`config.mk`:
```
export PLATFORM = sky130hd
export DESIGN_NAME = acc_uart_streamer_flat
export DESIGN_NICKNAME = d
export VERILOG_FILES = /design/src/rtl/acc_uart_streamer_if.sv /design/src/rtl/acc_uart_streamer.sv /design/src/flat_wrapper.sv
export SDC_FILE = /design/constraint.sdc
export NUM_CORES = 1
export LEC_CHECK = 0
export CORE_MARGIN = 10
export CORE_UTILIZATION = 47
export CTS_BUF_LIST = sky130_fd_sc_hd__clkbuf_4
export DETAILED_ROUTE_END_ITERATION = 12
export PLACE_DENSITY = 0.7
export SLEW_MARGIN = 30
export SYNTH_ARGS = -nofsm -noshare
export SYNTH_HDL_FRONTEND = slang
export SYNTH_SLANG_ARGS = --single-unit
```
`constraint.sdc`:
```
create_clock -name clk -period 2.8 [get_ports clk]
set_input_delay 0.56 -clock clk [delete_from_list [all_inputs] [get_ports clk]]
set_output_delay 0.56 -clock clk [all_outputs]
set_load 0.03 [all_outputs]
```
`src/rtl/acc_uart_streamer_if.sv`:
```
// Control/accumulator-read bundle for acc_uart_streamer.
//   start, start_addr, count : frame request from the control FSM
//   addr_acc / acc_out       : accumulator read port (data one cycle after address)
//   busy, done               : frame status back to the control FSM
// master: control FSM + systolic read port side. slave: the streamer.
interface acc_uart_streamer_if #(
  parameter int unsigned ACC_WIDTH      = 32,
  parameter int unsigned ACC_ADDR_WIDTH = 6
);
  logic                      start;
  logic [ACC_ADDR_WIDTH-1:0] start_addr;
  logic [ACC_ADDR_WIDTH:0]   count;
  logic [ACC_ADDR_WIDTH-1:0] addr_acc;
  logic [ACC_WIDTH-1:0]      acc_out;
  logic                      busy;
  logic                      done;

  modport master (
    output start, start_addr, count, acc_out,
    input  addr_acc, busy, done
  );

  modport slave (
    input  start, start_addr, count, acc_out,
    output addr_acc, busy, done
  );
endinterface

```
`src/rtl/acc_uart_streamer.sv`:
```
// Streams a run of accumulator words to the host as one UART 8N1 frame:
// HEADER, then count words, each LSB byte first, with no idle gap between bytes.
// Ports:
//   clk, rst : clock, synchronous active-high reset
//   bus      : slave side of acc_uart_streamer_if (start/start_addr/count in,
//              addr_acc out, acc_out in, busy/done out)
//   uart_tx  : serial output, idle high
module acc_uart_streamer #(
  parameter int unsigned ACC_WIDTH      = 32,
  parameter int unsigned MATRIX_SIZE    = 8,
  parameter int unsigned ACC_ADDR_WIDTH = $clog2(MATRIX_SIZE * MATRIX_SIZE),
  parameter int unsigned F_CLK          = 50_000_000,
  parameter int unsigned BAUD           = 921_600,
  parameter int unsigned CLK_PER_BIT    = F_CLK / BAUD,
  parameter logic [7:0]  HEADER         = 8'hA5
) (
  input  logic               clk,
  input  logic               rst,
  acc_uart_streamer_if.slave bus,
  output logic               uart_tx
);

  localparam int unsigned BYTES_PER_WORD = ACC_WIDTH / 8;
  localparam int unsigned DEPTH          = MATRIX_SIZE * MATRIX_SIZE;
  localparam int unsigned AW             = ACC_ADDR_WIDTH;
  localparam int unsigned CNTW           = ACC_ADDR_WIDTH + 1;
  localparam int unsigned CW             = (CLK_PER_BIT > 1) ? $clog2(CLK_PER_BIT) : 1;
  localparam int unsigned BW             = (BYTES_PER_WORD > 1) ? $clog2(BYTES_PER_WORD) : 1;

  typedef enum logic [2:0] {
    S_IDLE,
    S_HDR,
    S_FETCH,
    S_CAPTURE,
    S_SEND,
    S_DONE
  } state_e;

  state_e               state_q, state_d;
  logic                 tx_q, tx_d;
  logic                 busy_q, busy_d;
  logic                 done_q, done_d;
  logic [AW-1:0]        addr_q, addr_d;
  logic [8:0]           sh_q, sh_d;        // {stop, data} still to go out
  logic [3:0]           bit_q, bit_d;      // bit on the wire: 0 start .. 9 stop
  logic [CW-1:0]        clk_q, clk_d;      // cycle within current bit
  logic [ACC_WIDTH-1:0] cur_q, cur_d;      // remaining bytes of word on the wire
  logic [BW-1:0]        left_q, left_d;    // bytes of cur_q not yet started
  logic [ACC_WIDTH-1:0] pre_q, pre_d;      // prefetched next word
  logic                 pre_vld_q, pre_vld_d;
  logic [CNTW-1:0]      fetch_q, fetch_d;  // fetches still to issue
  logic                 hdr_q, hdr_d;      // header is the byte on the wire

  logic                 load_byte;
  logic [7:0]           byte_nxt;
  logic [CNTW-1:0]      cnt_eff;
  logic [AW-1:0]        addr_inc;

  // Zero and oversize counts both mean a full-array dump.
  always_comb begin
    cnt_eff = bus.count;
    if (bus.count == '0 || bus.count > CNTW'(DEPTH)) begin
      cnt_eff = CNTW'(DEPTH);
    end
  end

  assign addr_inc = (addr_q == AW'(DEPTH - 1)) ? '0 : addr_q + AW'(1);

  // State and datapath registers.
  always_ff @(posedge clk) begin
    if (rst) begin
      state_q   <= S_IDLE;
      tx_q      <= 1'b1;
      busy_q    <= 1'b0;
      done_q    <= 1'b0;
      addr_q    <= '0;
      sh_q      <= '1;
      bit_q     <= '0;
      clk_q     <= '0;
      cur_q     <= '0;
      left_q    <= '0;
      pre_q     <= '0;
      pre_vld_q <= 1'b0;
      fetch_q   <= '0;
      hdr_q     <= 1'b0;
    end else begin
      state_q   <= state_d;
      tx_q      <= tx_d;
      busy_q    <= busy_d;
      done_q    <= done_d;
      addr_q    <= addr_d;
      sh_q      <= sh_d;
      bit_q     <= bit_d;
      clk_q     <= clk_d;
      cur_q     <= cur_d;
      left_q    <= left_d;
      pre_q     <= pre_d;
      pre_vld_q <= pre_vld_d;
      fetch_q   <= fetch_d;
      hdr_q     <= hdr_d;
    end
  end

  // Next-state: fetch sequencing plus bit/byte timing of the TX shifter.
  always_comb begin
    state_d   = state_q;
    tx_d      = tx_q;
    busy_d    = busy_q;
    done_d    = 1'b0;
    addr_d    = addr_q;
    sh_d      = sh_q;
    bit_d     = bit_q;
    clk_d     = clk_q;
    cur_d     = cur_q;
    left_d    = left_q;
    pre_d     = pre_q;
    pre_vld_d = pre_vld_q;
    fetch_d   = fetch_q;
    hdr_d     = hdr_q;
    load_byte = 1'b0;
    byte_nxt  = 8'h00;

    unique case (state_q)
      S_IDLE: begin
        if (bus.start) begin
          load_byte = 1'b1;
          byte_nxt  = HEADER;
          busy_d    = 1'b1;
          addr_d    = bus.start_addr;
          fetch_d   = cnt_eff - CNTW'(1);
          left_d    = '0;
          pre_vld_d = 1'b0;
          hdr_d     = 1'b1;
          state_d   = S_FETCH;
        end
      end
      S_FETCH:   state_d = S_CAPTURE;
      S_CAPTURE: begin
        pre_d     = bus.acc_out;
        pre_vld_d = 1'b1;
        state_d   = hdr_q ? S_HDR : S_SEND;
      end
      S_HDR, S_SEND: ;
      S_DONE:    state_d = S_IDLE;
      default:   state_d = S_IDLE;
    endcase

    // A byte is >= 20 cycles, so its end never overlaps FETCH/CAPTURE.
    if (state_q != S_IDLE && state_q != S_DONE) begin
      if (clk_q == CW'(CLK_PER_BIT - 1)) begin
        clk_d = '0;
        if (bit_q == 4'd9) begin
          if (left_q != '0) begin
            load_byte = 1'b1;
            byte_nxt  = cur_q[7:0];
            cur_d     = cur_q >> 8;
            left_d    = left_q - BW'(1);
          end else if (pre_vld_q) begin
            // Promote the prefetched word and start fetching the one after it.
            load_byte = 1'b1;
            byte_nxt  = pre_q[7:0];
            cur_d     = pre_q >> 8;
            left_d    = BW'(BYTES_PER_WORD - 1);
            pre_vld_d = 1'b0;
            hdr_d     = 1'b0;
            if (fetch_q != '0) begin
              fetch_d = fetch_q - CNTW'(1);
              addr_d  = addr_inc;
              state_d = S_FETCH;
            end else begin
              state_d = S_SEND;
            end
          end else begin
            state_d = S_DONE;
            done_d  = 1'b1;
            busy_d  = 1'b0;
            tx_d    = 1'b1;
          end
        end else begin
          tx_d  = sh_q[0];
          sh_d  = {1'b1, sh_q[8:1]};
          bit_d = bit_q + 4'd1;
        end
      end else begin
        clk_d = clk_q + CW'(1);
      end
    end

    if (load_byte) begin
      tx_d  = 1'b0;
      sh_d  = {1'b1, byte_nxt};
      bit_d = '0;
      clk_d = '0;
    end
  end

  assign uart_tx      = tx_q;
  assign bus.addr_acc = addr_q;
  assign bus.busy     = busy_q;
  assign bus.done     = done_q;

endmodule

```
`src/flat_wrapper.sv`:
```
// flat-port wrapper written by rule: the top's interface ports become plain ports
module acc_uart_streamer_flat 
#(
  parameter int unsigned ACC_WIDTH      = 32,
  parameter int unsigned MATRIX_SIZE    = 8,
  parameter int unsigned ACC_ADDR_WIDTH = $clog2(MATRIX_SIZE * MATRIX_SIZE),
  parameter int unsigned F_CLK          = 50_000_000,
  parameter int unsigned BAUD           = 921_600,
  parameter int unsigned CLK_PER_BIT    = F_CLK / BAUD,
  parameter logic [7:0]  HEADER         = 8'hA5
)
  (clk, rst, uart_tx, bus_start, bus_start_addr, bus_count, bus_acc_out, bus_addr_acc, bus_busy, bus_done);
  acc_uart_streamer_if #(.ACC_WIDTH(ACC_WIDTH), .ACC_ADDR_WIDTH(ACC_ADDR_WIDTH)) bus_i ();
  input  logic clk;
  input  logic rst;
  output logic uart_tx;
  input wire logic [$bits(bus_i.start)-1:0] bus_start;
  input wire logic [$bits(bus_i.start_addr)-1:0] bus_start_addr;
  input wire logic [$bits(bus_i.count)-1:0] bus_count;
  input wire logic [$bits(bus_i.acc_out)-1:0] bus_acc_out;
  output wire logic [$bits(bus_i.addr_acc)-1:0] bus_addr_acc;
  output wire logic [$bits(bus_i.busy)-1:0] bus_busy;
  output wire logic [$bits(bus_i.done)-1:0] bus_done;
  assign bus_i.start = bus_start;
  assign bus_i.start_addr = bus_start_addr;
  assign bus_i.count = bus_count;
  assign bus_i.acc_out = bus_acc_out;
  assign bus_addr_acc = bus_i.addr_acc;
  assign bus_busy = bus_i.busy;
  assign bus_done = bus_i.done;
  acc_uart_streamer #(.ACC_WIDTH(ACC_WIDTH), .MATRIX_SIZE(MATRIX_SIZE), .ACC_ADDR_WIDTH(ACC_ADDR_WIDTH), .F_CLK(F_CLK), .BAUD(BAUD), .CLK_PER_BIT(CLK_PER_BIT), .HEADER(HEADER)) u_core (.clk(clk), .rst(rst), .bus(bus_i), .uart_tx(uart_tx));
endmodule
```
Word-level counts from Yosys, hierarchy flattened
Cells that the tools add are included.
{"block": "totals", "regBits": 105, "inputBits": 48, "word_cells": 135}
{"block": "classes", "add_sub_neg": 6, "n_lt_le_gt_ge": 1, "n_eq_ne": 11, "mux": 83, "bitwise_logic": 3, "reduce_logical": 17}
{"operator": "2-to-1 mux 8 bit", "n": 11}
{"operator": "2-to-1 mux 32 bit", "n": 2}
{"operator": "2-to-1 mux 7 bit", "n": 9}
{"operator": "2-to-1 mux 6 bit", "n": 10}
{"operator": "2-to-1 mux 1 bit", "n": 34}
{"operator": "2-to-1 mux 3 bit", "n": 8}
{"operator": "2-to-1 mux 2 bit", "n": 7}
{"operator": "subtractor 7 x 1 -> 7 bit, second input constant", "n": 2}
{"operator": "adder 6 x 1 -> 6 bit, second input constant", "n": 2}
{"operator": "equality test 6 bit, second input constant", "n": 2}
{"operator": "case mux 3 bit (4 select lines)", "n": 1}
{"operator": "AND reduction 4 bit", "n": 2}
{"operator": "nonzero test 2 bit", "n": 4}
{"operator": "> comparator 7 bit, second input constant", "n": 1}
{"operator": "zero test 7 bit", "n": 1}
{"operator": "nonzero test 7 bit", "n": 1}
{"operator": "equality test 3 x 2 -> 1 bit, second input constant", "n": 2}
{"operator": "inequality test 3 bit, second input constant", "n": 2}
{"operator": "AND reduction 3 bit", "n": 2}
{"operator": "OR reduction 5 bit", "n": 1}
{"operator": "adder 4 x 1 -> 4 bit, second input constant", "n": 1}
{"operator": "equality test 4 bit, second input constant", "n": 1}
{"operator": "OR reduction 2 bit", "n": 2}
{"operator": "equality test 3 x 1 -> 1 bit, second input constant", "n": 1}
{"operator": "other kinds (10)", "n": 12}

Logic depth before layout (Yosys ltp)
{"block": "logic_depth", "depth_word": 12, "mapped_depth": 9, "mapped_depth_nobuf": 7}

Worst setup path before layout
No wires, ideal clock.
{"block": "synth_timing", "path_kind": "reg-to-reg", "start": "reg u_core.bit_q[0]", "end": "reg u_core.sh_q[0]", "setup_ns": 0.122, "arrival_ns": 1.777, "required_time_ns": 2.678, "slack_ns": 0.901, "stages_incl_launch_ff": 8, "path_buffers": 1, "cell_sequence": "dfxtp_1 -> ha_1 -> and3b_1 -> clkbuf_1 -> nand2_1 -> a21oi_1 -> a21oi_1 -> a221o_1"}
{"block": "synth_between", "elab_chain_len": 6, "elab_cells_between_ends": 12}
{"item": "start: declaration", "line_no": "acc_uart_streamer.sv:45", "rtl": "logic [3:0] bit_q, bit_d;"}
{"item": "start signal: assignment", "line_no": "acc_uart_streamer.sv:93", "rtl": "bit_q <= bit_d;"}
{"item": "equality test 4 bit (*)", "line_no": "acc_uart_streamer.sv:152", "rtl": "if (bit_q == 4'd9) begin"}
{"item": "2-to-1 mux 1 bit", "line_no": "acc_uart_streamer.sv:152"}
{"item": "2-to-1 mux 1 bit", "line_no": "acc_uart_streamer.sv:150", "rtl": "if (clk_q == CW'(CLK_PER_BIT - 1)) begin"}
{"item": "2-to-1 mux 1 bit", "line_no": "acc_uart_streamer.sv:149", "rtl": "if (state_q != S_IDLE && state_q != S_DONE) begin"}
{"item": "inequality test 2 x 1 -> 1 bit (no line) / nonzero test 2 bit (equally long branches)"}
{"item": "AND reduction 3 bit (no line)"}
{"item": "end signal: assignment", "line_no": "acc_uart_streamer.sv:77", "rtl": "sh_q <= '1;"}
{"item": "end signal: assignment", "line_no": "acc_uart_streamer.sv:92", "rtl": "sh_q <= sh_d;"}
{"item": "end: declaration", "line_no": "acc_uart_streamer.sv:44", "rtl": "logic [8:0] sh_q, sh_d;"}
Mark *: on every way between the ends. The rest lies on a longest branch, timed or not.
A chain may end at the register's enable or synchronous reset.

Worst setup path after layout
Ends and elaborated chain as after synthesis.

==> run summary <==
• 548 — Synth Instances
• 3160 ps — critical path data required time
• 15.0 um — per-cell routed wire length
• 2230 ps — Final Critical Period
• 2 — maximum count of clock buffers along a single path
• 0 — number of flops mapped to enable cells by yosys
• flip-flop — sort of element at the start of the critical path
• 0 — max-slew violation count
• 0% — share of flip-flops with an asynchronous set or reset after synthesis
• 706 — number of cells in the finished layout apart from fillers
• clkbuf_4 — buffer cell driving the clock tree root
• 79.7% — final worst-path cycle share
• 21.1% — Synth Area in Compound Gates
• 0.448 GHz — maximum operating frequency
• 4380 um^2 — summed instance area of the synthesized netlist
• 18.0% — relative area change from synthesis to final layout
• done — CTS tree
• 56 — count of buffers inserted at the top-level ports
• 0.00261 W — total power consumption of the routed design
• 10600 um — wire length reported by the detailed router
• 0.00183 W — cell-internal power
• 1 — antenna violations before repair
• 57 — number of top-level pins
• 317 — violation count after the first detailed-route iteration
• 28.9% — clock group share of total power
• 5170 um^2 — post-route standard cell area excluding fillers
• nand2_1, dfxtp_1, a21oi_1 — commonest cells after routing, fill and taps aside
• 6 — cell count of the worst reg-to-reg path
• 0 — count of hold-fix buffers inserted at cts
• 0.832 — routability cong.
• 18000 um — wire length of the first global-routing pass
• 97 — flip-flop and latch count after synthesis
• 57 — count of unique library cells instantiated by Yosys
• 0 — post-CTS setup buffer count
• 2 — Hold Path Depth
• 8.00 um^2 — synthesized area divided by synthesized cell count
• 0 — count of synthesis-stage warnings from yosys
• u_core.bit_q[0] — critical path startpoint
• 3 — H-tree lvl count
• 35 — row cnt
• 56.8% — register share of total power
• 13600 um^2 — Die Outline Area
• reg -> reg — class of the tightest hold or removal check
• 54.1% — tightest slew margin relative to the limit
• 44.3% — sequential area share after synthesis
• 504 nW/um^2 — total power divided by cell area
• 16.0% — GRT Util Overall
• 5020 um^2 — total placed instance area
• 7 — total iterations of the first detailed-routing run
• 0.000308 V — worst supply voltage drop on vdd
• 0 — Setup violations, final
• 25.7% — fraction of the mapped netlist area in simple logic gates
• 160 ps — register clock-pin slew on the reported worst setup and hold paths
• 0 — final hold vios
• u_core.sh_q[0] — worst flop-to-flop path endpoint
• 6.90% — share of final-layout standard cells stronger than drive strength 1
• 0 — reported max-cap violation count
• 9150 um^2 — core area
• 1.72 nW — leakage dissipation
• 569 ps — setup slack of the critical path after layout
• 48 — pin count of the biggest net entering global routing
• 0 — number of design rule violations left after detail routing
• 2.00% — post-synthesis share of cell area spent on full adders, half adders and majority gates
• 47.9% — effective utilization at floorplan
• u_core.sh_q[0] — worst setup path end
• 14.3% — part of the power in combinational logic
• 2590 ps — Worst Path Arrival
• 689 — number of cells in the design after placement
• 0 — remaining global-route overflow
• a21oi_1 — cell with the biggest individual delay on the critical path
• 603 — Syn Nets
• 9 — crit-path max FO
• 0 — antenna-violating nets left
• 570 ps — R2R Setup Slk
• 460 ps — clock latency of the later-clocked register in the worst-skew pair
• 97 — TritonCTS Sinks
• 0.000777 W — Switching Power
• 3943 — via count of the first global-routing pass
• 5.67 — via density per instance
• 117 um — Chip Width
• reg -> reg — critical path class
• simple AND/OR/NAND/NOR gates — dominant combinational cell family by area after synthesis
• 7450 um — DP Wirelength
• finished, final reports clean — status
• 0 — count of instances resized after the clock tree is built
• flip-flop — kind of capture point of the worst setup path
• 29.8% — fraction of power spent switching nets
• no — unrepaired setup endpoints after global routing
• 9 — Num CTS Buffers
• 490 ps — biggest cell delay along the critical path
• 2.37% — xor-xnor portion of the synthesized cell area
• 117 um — Die Height
• 0.457% — share of cell area taken by muxes after synthesis
• 0 ps — Setup Total Neg Slack
• 644 — Final nets
• a21oi_1 — library cell appearing most often on the critical path
• ha_1, and3b_1, nand2_1, a21oi_1, a21oi_1, a221o_1 — cell-by-cell trace of the critical path
• 28.7 ps — worst clock skew
• 688 ps — pin slew with the least headroom to its limit
• dfxtp_1 — Top FF cell, synth
• nand2_1 — commonest non-fill, non-tap cell in the layout
• 4006 — routed vias
• 489 ps — pre-CTS setup slack
• u_core.bit_q[0] — origin of the critical flop-to-flop path
[cells by family after synthesis]
kind of cell	count (synthesis)
and+or+nand+nor	251
AOI/OAI and AO/OA	137
DFF	97
buffers and inverters	43
xor gates and xnor gates	11
adders and majority gates	7
muxes	2
[registers in the layout (all words and copies together), names as in the netlist, 2 cells and up]
signal / flops
u_core.state_q: 3
u_core.bit_q: 4
u_core.bus.addr_acc: 6
u_core.clk_q: 6
u_core.cur_q: 24
u_core.fetch_q: 7
u_core.left_q: 2
u_core.sh_q: 8
u_core.pre_q: 32
[Yosys cell counts, drive strengths merged, types with 4 or more instances]
cell type / number / share of area, %
a211oi: 4 / 0.68
a21oi: 61 / 7.0
a22o: 4 / 0.80
a311oi: 22 / 4.4
a31oi: 6 / 0.86
a32oi: 5 / 1.0
buf: 10 / 1.3
clkbuf: 24 / 2.1
dfxtp: 97 / 44
ha: 7 / 2.0
inv: 9 / 0.77
nand2: 126 / 11
nand2b: 6 / 0.86
nand3: 14 / 1.6
nand4: 4 / 0.57
nor2: 53 / 4.8
nor3: 19 / 2.2
o211ai: 4 / 1.0
o21ai: 9 / 1.1
or2: 5 / 0.71
or3: 6 / 0.86
xnor2: 4 / 0.80
xor2: 7 / 1.6
[routing by layer]
layer  routed length [um]  vias up  share of wire [%]  GRT usage, %
met3                  478       15                4.5          4.42
met4                  172        0                1.6          4.78
met1                 4610     1898                 44          18.7
met5                    0        -                  0             0
met2                 5310       78                 50          28.1
li1                     -     2015                  -             -
[final cells by class]
type,instances,area [um^2]
fill,877,3980
multi-input combinational,408,2270
sequential,97,1940
timing repair buffer,64,641
tap,111,139
clock inverter,7,81.3
clock buffer,9,67.6
inverter,9,33.8
antenna,1,2.50
[through the flow]
step	util [%]	hold slack [ps]
2_1_floorplan	-	432
3_3_place_gp	54.9	443
3_5_place_dp	54.9	449
4_1_cts	56.5	470
5_1_grt	56.5	496
6_report	56.5	471
[worst max-delay path, delay by kind of cell (launching register included)]
| family | cells | cell delay, ps |
|---|---|---|
| compound gates | 3 | 930 |
| simple gates | 2 | 570 |
| flops | 1 | 440 |
| fa+ha+maj | 1 | 200 |
[power by group through the flow]
stage | sequential [W] | clock (W) | combinational (W)
final | 0.00148 | 0.000755 | 0.000372
after global routing | 0.00149 | 0.000838 | 0.000415
after detailed placement | 0.00151 | 0 | 0.000374
after global placement | 0.00151 | 0 | 0.000364
after CTS | 0.00148 | 0.000778 | 0.000375
after floorplan | 0.00151 | 0 | 0.000217
[worst min path at each step]
| stage | from | end | slack (ps) |
|---|---|---|---|
| after detailed placement | u_core.pre_q[13] | u_core.pre_q[13] | 450 |
| after global routing | u_core.pre_q[8] | u_core.pre_q[8] | 500 |
| final | u_core.pre_q[30] | u_core.pre_q[30] | 470 |
| after floorplan | u_core.cur_q[16] | u_core.cur_q[16] | 430 |
| after global placement | u_core.cur_q[23] | u_core.cur_q[23] | 440 |
| after CTS | u_core.pre_q[13] | u_core.pre_q[13] | 470 |
Power figures use the tool's default switching activity.
